<file path="src/rtl/uop_sequencer_pkg.sv">
// Shared state encoding and micro-op constants for the micro-op sequencer.
// The sequencer and its bench import these so the ROM word values stay in one place.
package uop_sequencer_pkg;

  typedef enum logic [1:0] {
    ST_IDLE = 2'd0,
    ST_RUN  = 2'd1,
    ST_STEP = 2'd2,
    ST_HALT = 2'd3
  } state_e;

  localparam int UOP_FETCH = 0;
  localparam int UOP_LAST  = 6;
  localparam int UOP_IDLE  = 7;

  function automatic logic is_busy(input state_e s);
    return (s == ST_RUN) || (s == ST_STEP);
  endfunction

endpackage

</file>
<file path="src/rtl/uop_sequencer_instr_counter.sv">
// Wrapping retired-instruction counter with synchronous clear and count enable.
module instr_counter #(
  parameter int W = 16
) (
  input  logic         clk,
  input  logic         clr,
  input  logic         en,
  output logic [W-1:0] cnt
);

  // NOTE: sequential state is always assigned with <= so every flop samples pre-edge values.
  always_ff @(posedge clk) begin
    if (clr)     cnt <= '0;
    else if (en) cnt <= cnt + W'(1);
  end

endmodule

</file>
<file path="src/rtl/uop_sequencer.sv">
// Micro-op sequencer: steps the controller ROM micro-op, captures ALU flags, handles run/halt/step.
// Define UOP_SEQUENCER_INSTR_CNT_EN to build the retired-instruction counter; otherwise INSTR_CNT is 0.
module uop_sequencer
  import uop_sequencer_pkg::*;
#(
  parameter int UOP_W = 3,
  parameter int CNT_W = 16
) (
  input  logic             CLK,
  input  logic             RESET,
  input  logic             RESET_UOP,
  input  logic             READ_FLAGS,
  input  logic             ZERO_IN,
  input  logic             COUT_IN,
  input  logic             RUN,
  input  logic             HALT,
  input  logic             STEP,
  output logic [UOP_W-1:0] UOP,
  output logic             ZERO_FLAG,
  output logic             COUT_FLAG,
  output logic             BUSY,
  output logic             HALTED,
  output logic             FAULT,
  output logic [CNT_W-1:0] INSTR_CNT
);

  localparam logic [UOP_W-1:0] FETCH_W = UOP_W'(UOP_FETCH);
  localparam logic [UOP_W-1:0] LAST_W  = UOP_W'(UOP_LAST);
  localparam logic [UOP_W-1:0] IDLE_W  = UOP_W'(UOP_IDLE);

  state_e           state, state_nxt;
  logic [UOP_W-1:0] uop_nxt;
  logic             halt_pend, halt_pend_nxt;
  logic             fault_nxt;
  logic             busy;

  assign busy   = is_busy(state);
  assign BUSY   = busy;
  assign HALTED = (state == ST_HALT);

  // NOTE: every variable gets a default before the case so no path can infer a latch.
  always_comb begin
    state_nxt     = state;
    uop_nxt       = UOP;
    halt_pend_nxt = halt_pend;
    fault_nxt     = FAULT;
    unique case (state)
      ST_IDLE: begin
        state_nxt = ST_RUN;
        uop_nxt   = FETCH_W;
      end
      ST_RUN, ST_STEP: begin
        if (state == ST_RUN && HALT) halt_pend_nxt = 1'b1;
        if (RESET_UOP) begin
          uop_nxt = FETCH_W;
          // Halts only take effect on an instruction boundary.
          if (state == ST_STEP || HALT || halt_pend) begin
            state_nxt     = ST_HALT;
            uop_nxt       = IDLE_W;
            halt_pend_nxt = 1'b0;
          end
        end else if (UOP == LAST_W) begin
          uop_nxt   = FETCH_W;
          fault_nxt = 1'b1;
        end else begin
          uop_nxt = UOP + UOP_W'(1);
        end
      end
      ST_HALT: begin
        if (RUN && !HALT) begin
          state_nxt = ST_RUN;
          uop_nxt   = FETCH_W;
        end else if (STEP) begin
          state_nxt = ST_STEP;
          uop_nxt   = FETCH_W;
        end
      end
    endcase
  end

  always_ff @(posedge CLK) begin
    if (RESET) begin
      state     <= ST_IDLE;
      UOP       <= IDLE_W;
      halt_pend <= 1'b0;
      FAULT     <= 1'b0;
      ZERO_FLAG <= 1'b0;
      COUT_FLAG <= 1'b0;
    end else begin
      state     <= state_nxt;
      UOP       <= uop_nxt;
      halt_pend <= halt_pend_nxt;
      FAULT     <= fault_nxt;
      if (busy && READ_FLAGS) begin
        ZERO_FLAG <= ZERO_IN;
        COUT_FLAG <= COUT_IN;
      end
    end
  end

`ifdef UOP_SEQUENCER_INSTR_CNT_EN
  // A fault-forced restart is not a retirement, so only RESET_UOP counts.
  logic retire;
  assign retire = busy && RESET_UOP;

  instr_counter #(.W(CNT_W)) u_instr_counter (
    .clk (CLK),
    .clr (RESET),
    .en  (retire),
    .cnt (INSTR_CNT)
  );
`else
  assign INSTR_CNT = '0;
`endif

endmodule

</file>
<file path="config.mk">
export PLATFORM = sky130hd
export DESIGN_NAME = uop_sequencer
export DESIGN_NICKNAME = d
export VERILOG_FILES = /design/src/rtl/uop_sequencer_pkg.sv /design/src/rtl/uop_sequencer_instr_counter.sv /design/src/rtl/uop_sequencer.sv
export SDC_FILE = /design/constraint.sdc
export NUM_CORES = 1
export LEC_CHECK = 0
export BUFFER_PORTS_ARGS = -buffer_cell sky130_fd_sc_hd__buf_2
export CAP_MARGIN = 20
export CORE_MARGIN = 3
export CORE_UTILIZATION = 43
export CTS_CLUSTER_DIAMETER = 200
export DETAILED_ROUTE_END_ITERATION = 6
export GPL_TIMING_DRIVEN = 0
export PLACE_DENSITY = 0.77
export SLEW_MARGIN = 10
export SYNTH_ARGS = -nofsm -noshare
export SYNTH_HDL_FRONTEND = slang
export SYNTH_SLANG_ARGS = --single-unit
</file>
<file path="constraint.sdc">
create_clock -name CLK -period 1.7 [get_ports CLK]
set_input_delay 0.17 -clock CLK [delete_from_list [all_inputs] [get_ports CLK]]
set_output_delay 0.17 -clock CLK [all_outputs]
set_load 0.02 [all_outputs]
</file>
## After elaboration in Yosys (flattened, before gate mapping)

Index checks and enable logic that the tools add are counted.

- Flip-flop bits (word level): 9
- Word-level logic and storage cells: 40
- Output and inout port bits: 24
- Bits of input ports: 9

- Bitwise operators: 1
- Muxes and demuxes: 14
- Add/sub/neg operators: 1
- Reduce and logical (&&, ||, !) cells: 11
- Equal/unequal tests: 7

Operators by type and width:

| kind | number |
|---|---|
| $mux 3 | 5 |
| $pmux 3 s3 | 1 |
| $mux 2 | 4 |
| $pmux 2 s3 | 1 |
| $reduce_and 3->1 | 2 |
| $eq 2x2->1 const B | 2 |
| $ne 2x2->1 const B | 2 |
| $add 3x1->3 const B | 1 |
| $eq 3x3->1 const B | 1 |
| $logic_and 1x1->1 | 3 |
| $logic_or 1x1->1 | 3 |
| $mux 1 | 3 |
| $ne 3x2->1 const B | 1 |
| $eq 2x1->1 const B | 1 |
| $logic_not 2->1 | 1 |
| $reduce_or 2->1 | 1 |
| $logic_not 1->1 | 1 |
| $not 1->1 | 1 |

## Longest topological paths before layout

Gate-level depths: netlist of run 1.

- Depth after elaboration: 6
- Gate-level depth with buffers: 6
- Gate-level depth less buffers: 6

## Worst setup path after synthesis of run 1

OpenSTA, ideal clock, no wires.

- Path kind: register to register
- From: reg state[0]
- To: reg state[1]
- Arrival: 1,462 ps
- Cell stages (with the launch flop): 7
- Slack: 117 ps
- Period minus slack after synthesis: 1,583 ps
- Setup time: 121 ps
- Buffers on the path: 1
- Data required time: 1,579 ps
- Cells stage by stage: dfxtp_1 > inv_1 > ha_1 > clkbuf_1 > a21oi_1 > nor3_1 > mux2_4

- Longest elaborated chain between the ends: 5
- Elaborated cells between the ends (all ways): 12
- Classes of those cells: eq/ne: 6; mux: 1; reduce/logical: 5

RTL lines:

| what | RTL line | text |
|---|---|---|
| start, declared | uop_sequencer.sv:31 | `state_e state, state_nxt;` |
| start signal, assigned | uop_sequencer.sv:90 | `state <= state_nxt;` |
| $eq 2x2->1 | uop_sequencer.sv:47, uop_sequencer.sv:57 |  |
| $logic_or 1x1->1 (2 in series) | uop_sequencer.sv:57 | `if (state == ST_STEP \|\| HALT \|\| halt_pend) begin` |
| $ne 2x2->1 (no line) | - |  |
| $reduce_and 3->1 (no line) | - |  |

Several ways; a longest one is shown, not always the timed one.
A chain may end at the register's enable or synchronous reset.

## Final worst setup path of run 1

Same ends and word-level chain as after synthesis.

==> metrics.txt, run 1 <==
Final Power=1.03 mW; hold_buf cts=0; Net Sw Frac=0.441; combinational share of power=0.524; GR Layer Usage met3=0.0732; number of global-route vias before repair=513; Seq pwr share=0.317; Die ar.=between 1500 and 2000 um^2; status=completed; layout cells sized above 1=0.352; I/O pins=33; PortBufs=15; first-pass detailed-route iteration total=4; Reg2Reg Launch Point=state[0]; Setup TNS Final=0 ns; H-tree depth=1; P_sw=0.456 mW; clock-pin slew on the worst setup and hold paths=around 0.060 ns; largest net degree at the start of global routing=11; crit share post-route=0.947; r2r setup slk=0.09 ns; unrepaired setup endpoints after global routing=false; core area=1330 um^2; CP Capture Type=flop; setup violators final=0; dpl hpwl=1020 um; power density over cell area=between 1000 and 1500 nW/um^2; DRC violations left=0; Clock Latency Late Sink=0.26 ns; Power Internal=approximately 0.58 mW; Synth Instances=74; # diodes=0; post-synth cell types=26; Critical Path RT=between 1.5 and 2 ns; multi-input combinational cell area=353 um^2; wire per inst=10.6 um; max-slew violations=0; Fmax=slightly above 600 MHz; gp weighted congestion=0.796; CTS max path bufs=2; Hold Vio Cnt, Final=0; HP Class=input port to flop; #FFs+latches synth=9; crit path time final=1.61 ns; Filler Cells Inserted=between 100 and 150; register area share after synthesis=0.289; Critical Path Fanout Max=10; Post-DRT Antenna Nets=0; CTS root buf=clkbuf_4; die width=44.1 um; Final #Nets=122; Vias=between 500 and 600; Worst setup SP type=flop; YS warnings=0; initial antenna violation count=0; CTS Sinks=9; crit path capture=state[1]; Avg Inst Size Synth=roughly 8.4 um^2; TritonCTS Buffers=3; number of synthesized flops with an enable pin=0; clock network fraction of design power=0.160; synthesized area=a little over 600 um^2; Clock Skew=0.00468 ns; grt ovf=0; CP Launch Point=state[0]; Layout area overhead=28.5%; Vias/cell=4.63; Util after Layout=0.600; Max Cap Violations=0; CP Class=flop to flop; Async S/R FF share, synth=0; Worst R2R Path Depth=6; Leak Pwr=0.428 nW; TritonCTS clock tree=yes; first-pass GRT wire length=2150 um; RR Endpoint=state[1]; Initial Util=0.467; Peak VDD IR=727 uV; M2 GR Usage=0.256; prevailing post-synth register cell=dfxtp_1; GRT Overall Usage=0.153; grt met1 use=0.167; critical path arrival=~1.8 ns; GRT busiest layer=met2; Row Count=13; initial drt markers=12; WL final=1300 um; FF/Latch Area=180 um^2; die height=44.1 um
[final cells by class]
type,instances,share of cell area
buffer,19,0.175
sequential,9,0.225
clock buffer,4,0.0328
inverter,2,0.00938
timing repair buffer,15,0.0938
multi-input combinational,59,0.441
tap,15,0.0234
[power by group through the flow]
stage                     sequential [mW]  combinational [mW]  clock (mW)
after floorplan                     0.361               0.366           0
after global placement              0.327               0.508           0
after detailed placement            0.331               0.528           0
after CTS                           0.327               0.535       0.169
after global routing                0.339               0.607       0.188
final                               0.328               0.542       0.165
[Yosys cell counts (all sizes together) (2+ instances only)]
| cell type | instances | area [um^2] |
|---|---|---|
| a211oi | 3 | 22.5 |
| a21oi | 8 | 40.0 |
| buf | 17 | 131 |
| clkbuf | 2 | 7.51 |
| dfxtp | 9 | 180 |
| ha | 4 | 50.1 |
| inv | 2 | 7.51 |
| nand2 | 6 | 22.5 |
| nand2b | 2 | 20.0 |
| nand3 | 2 | 10.0 |
| nor2 | 2 | 7.51 |
| nor3 | 2 | 10.0 |
| o211ai | 2 | 15.0 |
| o21ai | 3 | 15.0 |
[critical path, cell delays in order, from the launching register on]
cell,delay (ns)
dfxtp_1,0.36
inv_1,0.09
ha_1,0.34
buf_2,0.20
a21oi_1,0.14
nor3_1,0.08
mux2_4,0.29
[registers in the layout, indices dropped and copies added, names as in the netlist]
| signal | cells |
|---|---|
| halt_pend | 1 |
| ZERO_FLAG | 1 |
| UOP | 3 |
| COUT_FLAG | 1 |
| state | 2 |
| FAULT | 1 |
[kinds of logic after synthesis]
kind of cell               after synthesis  share of synthesized area
buffers and inverters                   21                      0.235
adders and majority gates                4                     0.0803
DFF                                      9                      0.289
muxes                                    2                     0.0402
AOI/OAI and AO/OA                       19                      0.185
other                                    1                    0.00602
and+or+nand+nor                         18                      0.165
[through the flow]
step | cell area (um^2) | setup slack, ns | hold WS (ns) | instances
floorplan | 679 | 0.117 | 0.271 | 89
global placement | 773 | 0.0908 | 0.425 | 119
detailed placement | 773 | 0.0235 | 0.441 | 119
CTS | 800 | 0.00555 | 0.164 | 123
global route | 801 | 0.00332 | 0.171 | 123
finish | 801 | 0.0907 | 0.168 | 123
[repair_timing]
action,in CTS,in global routing
buffers inserted,0,0
gates resized for setup,0,3
endpoints found under the setup margin,0,7
[placed cells by master (no fill, tap or decap), types with 2 or more instances in the layout]
cell type and n:
nor2_1 2, nor3_1 2, clkbuf_4 3, nand2_1 6, o21ai_0 3, ha_1 4, a211oi_1 3, dfxtp_1 9
buf_4 16, inv_1 2, conb_1 16, a21oi_1 8, nand3_1 2, o211ai_1 2, buf_2 16, clkbuf_1 2
[routing by layer]
metal	up-vias	wire length [um]
li1	293	-
met1	250	481
met2	23	688
met3	4	110
met4	0	21
met5	-	0
[worst min-delay path by stage]
stage / start / endpoint / cells after the start
floorplan: RESET_UOP / halt_pend / 1
global placement: COUT_IN / COUT_FLAG / 3
detailed placement: COUT_IN / COUT_FLAG / 3
CTS: COUT_IN / COUT_FLAG / 3
global route: ZERO_IN / ZERO_FLAG / 3
finish: COUT_IN / COUT_FLAG / 3
Note: power is estimated with default switching activity, not from simulation.
==> inputs of run 2 (changes only) <==
==> constraint.sdc (replaced) <==
create_clock -name CLK -period 1.6 [get_ports CLK]
set_input_delay 0.16 -clock CLK [delete_from_list [all_inputs] [get_ports CLK]]
set_output_delay 0.16 -clock CLK [all_outputs]
set_load 0.02 [all_outputs]
==> metrics.txt, run 2 (synthesis results as in run 1) <==
status=completed; Die ar.=1940 um^2; Seq pwr share=0.298; Setup TNS Final=0 ns; die height=44.1 um; Worst setup SP type=flop; initial drt markers=17; Leak Pwr=0.435 nW; gp weighted congestion=0.796; DRC violations left=0; Power Internal=0.684 mW; H-tree depth=1; crit path time final=1.52 ns; CTS Sinks=9; first-pass detailed-route iteration total=4; Final #Nets=122; Clock Latency Late Sink=0.26 ns; Critical Path RT=between 1.5 and 2 ns; number of global-route vias before repair=522; Clock Skew=between 0.005 and 0.006 ns; CP Class=flop to flop; grt ovf=0; wire per inst=11.1 um; core area=roughly 1300 um^2; Layout area overhead=32.9%; Util after Layout=0.621; dpl hpwl=1020 um; TritonCTS Buffers=3; clock network fraction of design power=0.147; max-slew violations=0; Final Power=~1.2 mW; setup violators final=0; CTS root buf=clkbuf_4; Post-DRT Antenna Nets=0; CTS max path bufs=2; Peak VDD IR=769 uV; CP Capture Type=flop; largest net degree at the start of global routing=11; # diodes=0; layout cells sized above 1=0.380; WL final=1370 um; Biggest register=UOP; dpl cell area=773 um^2; Post-CTS Setup Repair Bufs=0; first-pass GRT wire length=roughly 2100 um; PortBufs=15; hold_buf cts=0; crit share post-route=0.949; Initial Util=0.467; Largest regs=UOP (3), state (2); initial antenna violation count=0; I/O pins=33; Hold Vio Cnt, Final=0; Fmax=659 MHz; Design Area, Final=828 um^2; GRT Overall Usage=0.153; die width=around 44 um; TritonCTS clock tree=yes; critical path arrival=~1.7 ns; Net Sw Frac=0.426; P_sw=0.508 mW; Row Count=13; Largest register FFs=3; power density over cell area=1440 nW/um^2; clock-pin slew on the worst setup and hold paths=0.06 ns; unrepaired setup endpoints after global routing=false; combinational share of power=0.556; most frequent cells in the layout=16 x buf_4, 16 x conb_1, 15 x buf_2, 8 x dfxtp_1, 8 x a21oi_1; HP Class=input port to flop; Max Cap Violations=0; Vias/cell=4.63; Critical Path Fanout Max=3; Vias=569
[run 2: area by class of cell]
cell class,instances,area [um^2]
sequential,9,181
buffer,19,149
inverter,2,7.51
timing repair buffer,15,75.1
multi-input combinational,59,370
tap,15,18.8
clock buffer,4,26.3
fill,139,505
[run 2: repair_timing]
action / CTS / global route
gates resized for setup: 3 / 3
pin swaps: 0 / 1
hold endpoints to repair: 0 / 0
endpoints found under the setup margin: 2 / 1
[run 2: layer usage]
layer,up-vias,GRT usage,share of wire
li1,295,-,-
met1,245,0.162,0.36
met2,25,0.259,0.54
met3,4,0.0732,0.088
met4,0,0.0663,0.015
met5,-,0,0
[run 2: worst max-delay path: stages, from the launching register on]
cell and delay (ns):
dfxtp_2 0.34, inv_1 0.09, ha_1 0.22, nor3_2 0.17, nand2b_1 0.13, a21o_1 0.15, mux2_4 0.31
[run 2: final timing paths]
check,from,to,slack (ns),depth (start not counted)
hold reg to reg,ZERO_FLAG,ZERO_FLAG,0.46,2
setup / recovery,state[0],state[1],0.08,6
hold / removal,COUT_IN,COUT_FLAG,0.16,3
setup reg to reg,state[0],state[1],0.08,6
[run 2: power by group through the flow]
stage	logic [mW]	clock network [mW]	registers [mW]
3_3_place_gp	0.540	0	0.348
2_1_floorplan	0.389	0	0.384
3_5_place_dp	0.561	0	0.351
4_1_cts	0.607	0.180	0.347
6_report	0.662	0.175	0.355
5_1_grt	0.730	0.200	0.365
[run 2: stage by stage]
| step | instances | worst slack, ns | hold WS, ns |
|---|---|---|---|
| 2_1_floorplan | 89 | 0.0166 | 0.261 |
| 5_1_grt | 123 | 0.0126 | 0.161 |
| 3_3_place_gp | 119 | -0.00917 | 0.415 |
| 6_report | 123 | 0.0821 | 0.157 |
| 3_5_place_dp | 119 | -0.0765 | 0.431 |
| 4_1_cts | 123 | 0.0175 | 0.154 |
